[config.mk]
export PLATFORM = sky130hd
export DESIGN_NAME = ex_div
export DESIGN_NICKNAME = d
export VERILOG_FILES = /design/src/rtl/ex_div.sv
export SDC_FILE = /design/constraint.sdc
export NUM_CORES = 1
export LEC_CHECK = 0
export BUFFER_PORTS_ARGS = -buffer_cell sky130_fd_sc_hd__buf_2
export CORE_ASPECT_RATIO = 1.25
export CORE_MARGIN = 2
export CORE_UTILIZATION = 60
export DETAILED_ROUTE_END_ITERATION = 10
export PLACE_DENSITY = 0.81
export SLEW_MARGIN = 30
export SYNTH_ARGS = -nofsm -noshare
export SYNTH_HDL_FRONTEND = slang
export SYNTH_SLANG_ARGS = --single-unit
[constraint.sdc]
create_clock -name clk -period 7.29 [get_ports clk]
set_clock_uncertainty 0.1 [all_clocks]
set_input_delay 0.729 -clock clk [delete_from_list [all_inputs] [get_ports clk]]
set_output_delay 0.729 -clock clk [all_outputs]
set_load 0.02 [all_outputs]
[src/rtl/ex_div.sv]
// Multi-cycle 32-bit divide/remainder unit for the EX stage.
// Restoring division at one quotient bit per cycle. The pipeline is stalled while it runs.
module ex_div (
  input  logic        clk,
  input  logic        rst,
  input  logic        start_i,
  input  logic [1:0]  op_i,
  input  logic [31:0] op1_i,
  input  logic [31:0] op2_i,
  input  logic [4:0]  rd_addr_i,
  input  logic        flush_i,
  output logic [31:0] result_o,
  output logic [4:0]  rd_addr_o,
  output logic        reg_wen_o,
  output logic        ready_o,
  output logic        hold_o
);

  typedef enum logic [1:0] {StIdle, StCalc, StDone} state_e;

  state_e      state_q, state_d;
  logic [5:0]  cnt_q, cnt_d;
  logic [31:0] dividend_q, dividend_d;
  logic [31:0] divisor_q, divisor_d;
  logic [31:0] quot_q, quot_d;
  logic [31:0] rem_q, rem_d;
  logic        is_rem_q, is_rem_d;
  logic        neg_q, neg_d;
  logic [4:0]  rd_q, rd_d;
  logic [31:0] result_q, result_d;
  logic        ready_q, ready_d;

  logic        is_signed;
  logic [31:0] abs1, abs2;
  logic [32:0] rem_shift, diff;
  logic        step_ok;
  logic [31:0] rem_next, quot_next, mag;

  // A 33-bit partial remainder is enough: 0x80000000 negates to itself and is read as 2^31.
  always_comb begin
    is_signed = ~op_i[0];
    abs1      = (is_signed && op1_i[31]) ? (~op1_i + 32'd1) : op1_i;
    abs2      = (is_signed && op2_i[31]) ? (~op2_i + 32'd1) : op2_i;
    rem_shift = {rem_q, dividend_q[31]};
    diff      = rem_shift - {1'b0, divisor_q};
    step_ok   = ~diff[32];
    rem_next  = step_ok ? diff[31:0] : rem_shift[31:0];
    quot_next = {quot_q[30:0], step_ok};
    mag       = is_rem_q ? rem_next : quot_next;
  end

  always_comb begin
    state_d    = state_q;
    cnt_d      = cnt_q;
    dividend_d = dividend_q;
    divisor_d  = divisor_q;
    quot_d     = quot_q;
    rem_d      = rem_q;
    is_rem_d   = is_rem_q;
    neg_d      = neg_q;
    rd_d       = rd_q;
    result_d   = 32'd0;
    ready_d    = 1'b0;
    unique case (state_q)
      StIdle: begin
        if (start_i && !flush_i) begin
          is_rem_d   = op_i[1];
          rd_d       = rd_addr_i;
          dividend_d = abs1;
          divisor_d  = abs2;
          quot_d     = 32'd0;
          rem_d      = 32'd0;
          cnt_d      = 6'd0;
          neg_d      = op_i[1] ? (is_signed & op1_i[31])
                               : (is_signed & (op1_i[31] ^ op2_i[31]));
          if (op2_i == 32'd0) begin
            state_d  = StDone;
            ready_d  = 1'b1;
            result_d = op_i[1] ? op1_i : 32'hFFFF_FFFF;
          end else begin
            state_d = StCalc;
          end
        end
      end
      StCalc: begin
        if (flush_i) begin
          state_d = StIdle;
        end else begin
          dividend_d = {dividend_q[30:0], 1'b0};
          rem_d      = rem_next;
          quot_d     = quot_next;
          cnt_d      = cnt_q + 6'd1;
          if (cnt_q == 6'd31) begin
            state_d  = StDone;
            ready_d  = 1'b1;
            result_d = neg_q ? (~mag + 32'd1) : mag;
          end
        end
      end
      StDone:  state_d = StIdle;
      default: state_d = StIdle;
    endcase
  end

  always_ff @(posedge clk or posedge rst) begin
    if (rst) begin
      state_q    <= StIdle;
      cnt_q      <= 6'd0;
      dividend_q <= 32'd0;
      divisor_q  <= 32'd0;
      quot_q     <= 32'd0;
      rem_q      <= 32'd0;
      is_rem_q   <= 1'b0;
      neg_q      <= 1'b0;
      rd_q       <= 5'd0;
      result_q   <= 32'd0;
      ready_q    <= 1'b0;
    end else begin
      state_q    <= state_d;
      cnt_q      <= cnt_d;
      dividend_q <= dividend_d;
      divisor_q  <= divisor_d;
      quot_q     <= quot_d;
      rem_q      <= rem_d;
      is_rem_q   <= is_rem_d;
      neg_q      <= neg_d;
      rd_q       <= rd_d;
      result_q   <= result_d;
      ready_q    <= ready_d;
    end
  end

  // A flush during DONE suppresses the write-back.
  assign ready_o   = ready_q & ~flush_i;
  assign reg_wen_o = ready_q & ~flush_i;
  assign result_o  = result_q;
  assign rd_addr_o = ready_q ? rd_q : 5'd0;
  assign hold_o    = ~rst & (((state_q == StIdle) & start_i & ~flush_i) | (state_q == StCalc));

endmodule

Word-level counts from Yosys, hierarchy flattened
Index checks and enable logic that the tools add are counted.

Register bits: 175. Bits of input ports: 75. Output and inout port bits: 40.

$add $sub $neg: 5. Equal/unequal tests: 5. Mux-type cells: 34. Bitwise logic cells: 15. Reductions and logical operators: 10.

Operators with widths (number): two-way mux 32 bit (14); case mux 32 bit (2 select lines) (3); adder 32 x 1 -> 32 bit, second input constant (3); inverter 32 bit (3); case mux 31 bit (2 select lines) (1); subtractor 33 x 32 -> 33 bit (1); logical NOT 32 bit (1); two-way mux 31 bit (1); two-way mux 6 bit (2); case mux 6 bit (2 select lines) (1); two-way mux 2 bit (4); adder 6 x 1 -> 6 bit, second input constant (1); bitwise AND 1 bit (6); == test 6 x 5 -> 1 bit, second input constant (1); two-way mux 1 bit (5); two-way mux 5 bit (1); != test 2 bit, second input constant (2); inverter 1 bit (4); case mux 2 bit (2 select lines) (1); AND reduction 2 bit (2); logical AND 1 bit (3); != test 3 bit, second input constant (1); AND reduction 3 bit (1); == test 2 x 1 -> 1 bit, second input constant (1); 6 further kinds (6).

Longest topological paths before layout
Depth in word-level cells: 9. Gate-level depth with buffers: 21. Gate-level depth less buffers: 19.

Least setup slack after synthesis
No wires, ideal clock.

Path type: register -> register. Start: register dividend_q[31]. End: register result_q[30], in the netlist result_o[30]. Library setup time: 0.126 ns. Arrival time: 4.619 ns. Setup slack: 2.445 ns. Cell stages (with the launch flop): 22. Path buffers: 3. Clock period less this slack: 4.845 ns. Cells stage by stage: dfrtp_1 inv_1 ha_1 fa_1 nand2b_1 a21oi_2 o311ai_2 and2_1 or3_1 clkbuf_1 nand2_1 buf_2 buf_1 o21ai_0 mux2i_1 ha_1 o21ai_0 nor3b_1 nand4_1 nor4_1 mux2_1 a311o_1.

Cells in the longest elaborated chain, start to end: 9. Elaborated cells on any way between the ends: 10. Those cells by class: 2 x add/sub; 6 x mux; 2 x bitwise.

RTL lines: start: declaration (line 23) `logic [31:0] dividend_q, dividend_d;`; start signal: assignment (line 121) `dividend_q <= dividend_d;`; subtractor 33 x 32 -> 33 bit (line 45) `diff = rem_shift - {1'b0, divisor_q};`; two-way mux 32 bit / inverter 1 bit (equally long branches) (line 47, 46); two-way mux 32 bit (*) (line 49) `mag = is_rem_q ? rem_next : quot_next;`; inverter 32 bit (line 96) `result_d = neg_q ? (~mag + 32'd1) : mag;`; adder 32 x 1 -> 32 bit (line 96); two-way mux 32 bit (*) (line 96); two-way mux 32 bit (*) (line 93) `if (cnt_q == 6'd31) begin`; two-way mux 32 bit (*) (line 86) `if (flush_i) begin`; case mux 32 bit (2 select lines) (*) (line 64) `unique case (state_q)`; via result_d[30] (line 30) `logic [31:0] result_q, result_d;`; end signal: assignment (line 128) `result_q <= result_d;`; end: declaration (line 30).

The timed path passes the listed nets; every way through them passes the cells marked *. A chain may end at the register's enable or synchronous reset.

Worst setup path in the final report
Same ends and word-level chain as after synthesis.

==> results.md <==
- The run finished with clean final reports.
- Counting every sink on the clock net gives 175.
- In this run, CTS created clock tree buffers numbering 17.
- The static leakage is between 6 and 7 nW.
- The switching share of total power is 0.358.
- The combined area of all synthesized cells is 12000 um2.
- The delay contributed by the slowest stage of the critical path is 0.48 ns.
- The number of gates resized after CTS is 0.
- The number of global-route vias before repair is ~11000.
- The number of pins with negative max-slew slack in the final report is 0.
- Of the available clock period, the critical path in the final layout requires 0.810.
- The average vias per placed instance is ~6.1.
- The kind of end point of the critical path is a register.
- The y dimension of the die is about 160 um.
- For this design, the CTS-stage hold fixing added 0 buffers.
- The average wire length per cell after detail routing is about 17 um.
- The final layout contains between 1500 and 2000 nets.
- The floorplan step defined a die boundary enclosing 21100 um2.
- Counting flops and latches in the post-synthesis netlist gives between 150 and 200.
- TritonCTS built the clock tree.
- The number of antenna violations at the first check in global routing is 0.
- The clock latency on the worst-skew pair is between 0.4 and 0.5 ns.
- Adding up every negative setup slack in the final design gives 0 ns.
- Walking the worst path, the cells encountered are inv_1 -> ha_1 -> fa_1 -> nand2b_1 -> a21oi_2 -> o311ai_2 -> a2111oi_4 -> o211a_1 -> nand2_1 -> nand2_1 -> o21ai_0 -> mux2i_1 -> ha_1 -> o21ai_0 -> nor3b_1 -> nand4_1 -> nor4_1 -> mux2_1 -> a311o_1.
- The worst path arrival time is about 6 ns.
- The tool flagged a number of max-cap violations equal to 0.
- The number of standard cells in the layout, taps in and fillers out is ~1800.
- The number of buffers and inverters on the critical path is 1.
- The global-route wire length before repair is about 52 mm.
- The power share of the sequential group is 0.385.
- In this run the register-to-register setup slack is approximately 1.4 ns.
- The share of synthesized area in the top cell type comes to 0.365.
- Ranked by total cell area, the synthesized netlist is headed by sky130_fd_sc_hd__dfrtp_1, sky130_fd_sc_hd__nand2_1, sky130_fd_sc_hd__o21ai_0.
- The die extent in x is approximately 130 um.
- The final design area excluding fillers is approximately 13000 um2.
- The deepest level of the CTS H-tree is 4.
- The root buffer cell chosen for the clock tree is sky130_fd_sc_hd__clkbuf_16.
- The detail route stage leaves a number of antenna-violating nets equal to 0.
- The starting density of the core is 0.613.
- After detailed routing, the number of remaining DRC violations is 0.
- For this run the aggregate overflow at the end of global routing stands at 0.
- The number of setup violations in the final report is 0.
- The combinational cell fraction of total power is 0.296.
- The cell count after placement is between 1500 and 2000.
- The area growth from synthesis to layout is 10.7%.
- The worst ir drop on vdd is between 0.15 and 0.2 mV.
- The fraction of synthesis flops using an asynchronous set or reset pin is 1.00.
- The congestion estimate from routability-driven global placement came to between 0.9 and 1.
- The first-pass iteration count of the detailed router is 6.
- The post-CTS clock slew at the launch and capture registers of the worst setup and hold paths is approximately 0.070 ns.
- Detailed routing inserted a total of approximately 11000 vias.
- After technology mapping, the gate count stands at roughly 1500.
- The relative slew slack is 0.371.
- The layout has around 1700 filler cells.
- After synthesis, the mean cell area works out to approximately 8 um2.
- For the finished layout, the period the worst path requires is roughly 5.9 ns.
- The fraction of final layout cells sized beyond drive strength 1 is 0.129.
- Counting along the longest clock path gives a buffer depth of 2.
- Once detailed placement completed, the half-perimeter wirelength came to 22.9 mm.
- STA classifies the critical path startpoint as a register.
- The first-iteration detailed-routing DRC count is 940.
- The critical path required time is between 7 and 8 ns.
- The internal portion of the total power is about 1.9 mW.
- The number of nets handed over by synthesis was 1614.
- The family of cells with the greatest summed delay on the critical path is compound AO/OA/AOI/OAI gates.
- The top achievable clock speed is between 150 and 200 MHz.
- The final layout contains routed wiring with a total length of 32.0 mm.
- For this design, the slowest cell found on the critical path is sky130_fd_sc_hd__a2111oi_4.
- The worst min-delay path category is input port to async pin.
- The share of the Yosys chip area taken by registers is 0.365.
- The biggest area contributor in the post-synthesis netlist is sky130_fd_sc_hd__dfrtp_1.
- At the pin with the least slew margin, the transition time is approximately 0.94 ns.
- The global-route total usage across every layer is 0.306.
- The count of endpoints failing hold in the final timing report is 0.
- Setup repair after global routing left no endpoint under its margin.
- In this run the core area contains between 50 and 60 standard-cell rows.
- After floorplanning, the core was sized to cover between 15000 and 20000 um2.
- The post-detailed-placement cell area is ~13000 um2.
- The flip-flop cell with the highest count after synthesis is sky130_fd_sc_hd__dfrtp_1.
- The worst hold slack is ~0.30 ns.
- The count of port buffers added during placement is approximately 110.
- Entering global routing, the biggest net connects roughly 110 pins.
- The number of enable-type register cells in the synthesized netlist is 0.
- The clock share of power is 0.319.
- The total power density per cell area is ~220 nW/um2.
- The number of cells on the worst reg-to-reg path is 19.
- The number of post-CTS setup repair buffers is 0.
- The number of antenna repair diodes is 0.
- In this run the worst path has a maximum fanout of 19.
- For this run, the number of Yosys warnings is 0.
- The critical setup path kind is register to register.
- roughly 120 I/O pins were placed.
- The number of different library cells used by synthesis comes to 81.
- The switching power is 1.06 mW.
- The number of logic stages on the critical path including buffering is 19.
state kept, by name (all words and copies together), names as in the netlist:
signal and flops:
cnt_q 6, dividend_q 32, divisor_q 32, is_rem_q 1, neg_q 1, quot_q 31, rd_q 5, ready_q 1
rem_q 32, result_o 32, state_q 2
final timing paths:
check | from | endpoint
max in group asynchronous | rst | divisor_q[10]
min | rst | dividend_q[27]
min in group clk | rd_q[0] | rd_q[0]
max reg2reg | dividend_q[31] | result_o[30]
min reg2reg | rd_q[0] | rd_q[0]
max | dividend_q[31] | result_o[30]
cells in the mapped netlist, types with 8 or more instances:
cell and instances:
sky130_fd_sc_hd__nor3_1 30, sky130_fd_sc_hd__nand2b_1 10, sky130_fd_sc_hd__or3_1 11, sky130_fd_sc_hd__a21o_1 19, sky130_fd_sc_hd__a21oi_1 127, sky130_fd_sc_hd__or4_1 8, sky130_fd_sc_hd__ha_1 36, sky130_fd_sc_hd__mux2i_1 16
sky130_fd_sc_hd__buf_1 9, sky130_fd_sc_hd__o21ai_0 151, sky130_fd_sc_hd__xor2_1 66, sky130_fd_sc_hd__dfrtp_1 175, sky130_fd_sc_hd__nand2_1 248, sky130_fd_sc_hd__nor2b_1 40, sky130_fd_sc_hd__o41ai_1 8, sky130_fd_sc_hd__nand4_1 15
sky130_fd_sc_hd__nand3_1 48, sky130_fd_sc_hd__nor2_1 120, sky130_fd_sc_hd__o22ai_1 28, sky130_fd_sc_hd__xnor2_1 48, sky130_fd_sc_hd__nor4_1 9, sky130_fd_sc_hd__and2_1 10, sky130_fd_sc_hd__inv_1 57, sky130_fd_sc_hd__buf_2 13
sky130_fd_sc_hd__a31oi_1 16, sky130_fd_sc_hd__clkbuf_1 61, sky130_fd_sc_hd__o31ai_1 16
placed cells by master (no fill, tap or decap), types with 36 or more instances in the layout:
cell type / instances
sky130_fd_sc_hd__xnor2_1: 48
sky130_fd_sc_hd__nor2_1: 119
sky130_fd_sc_hd__nand2_1: 247
sky130_fd_sc_hd__inv_1: 56
sky130_fd_sc_hd__ha_1: 36
sky130_fd_sc_hd__nand3_1: 47
sky130_fd_sc_hd__o21ai_0: 151
sky130_fd_sc_hd__a21oi_1: 127
sky130_fd_sc_hd__nor2b_1: 38
sky130_fd_sc_hd__dfrtp_1: 174
sky130_fd_sc_hd__buf_2: 114
sky130_fd_sc_hd__xor2_1: 66
power by group through the flow:
stage	logic (mW)	clock network [mW]	registers (mW)
after floorplan	0.666	0	1.14
after global placement	0.843	0	1.15
after detailed placement	0.863	0	1.16
after CTS	0.870	0.948	1.14
after global routing	0.983	0.986	1.16
final	0.880	0.946	1.14
cell type report:
class,instances,area (um2),area share
multi-input cells,1182,7060,0.532
flip-flops and latches,175,4380,0.330
repair buffers,127,672,0.0506
clock buffers,19,443,0.0334
well taps,265,332,0.0250
inverters,58,225,0.0170
clock inverters,13,151,0.0114
per-layer routing:
metal | GRT usage | up-vias | part of all wire
li1 | - | 5370 | -
met2 | 0.499 | 482 | 0.47
met4 | 0.118 | 0 | 0.028
met1 | 0.413 | 5237 | 0.43
met5 | 0 | - | 0
met3 | 0.0445 | 65 | 0.069
per-stage QoR:
stage | util | power [mW] | worst slack, ns
floorplan | - | 1.80 | 1.72
global placement | 0.647 | 2.00 | 1.78
detailed placement | 0.648 | 2.02 | 1.51
CTS | 0.678 | 2.96 | 1.48
global route | 0.679 | 3.12 | 0.981
finish | 0.679 | 2.97 | 1.39
cell families after synthesis:
logic type | after synthesis | share of synthesized area
xor gates and xnor gates | 114 | 0.0833
and+or+nand+nor | 575 | 0.223
DFF | 175 | 0.365
adders and majority gates | 37 | 0.0393
AOI/OAI and AO/OA | 436 | 0.224
muxes | 20 | 0.0171
buffers and inverters | 145 | 0.0483
No activity file was read; power rests on OpenSTA's default activity.
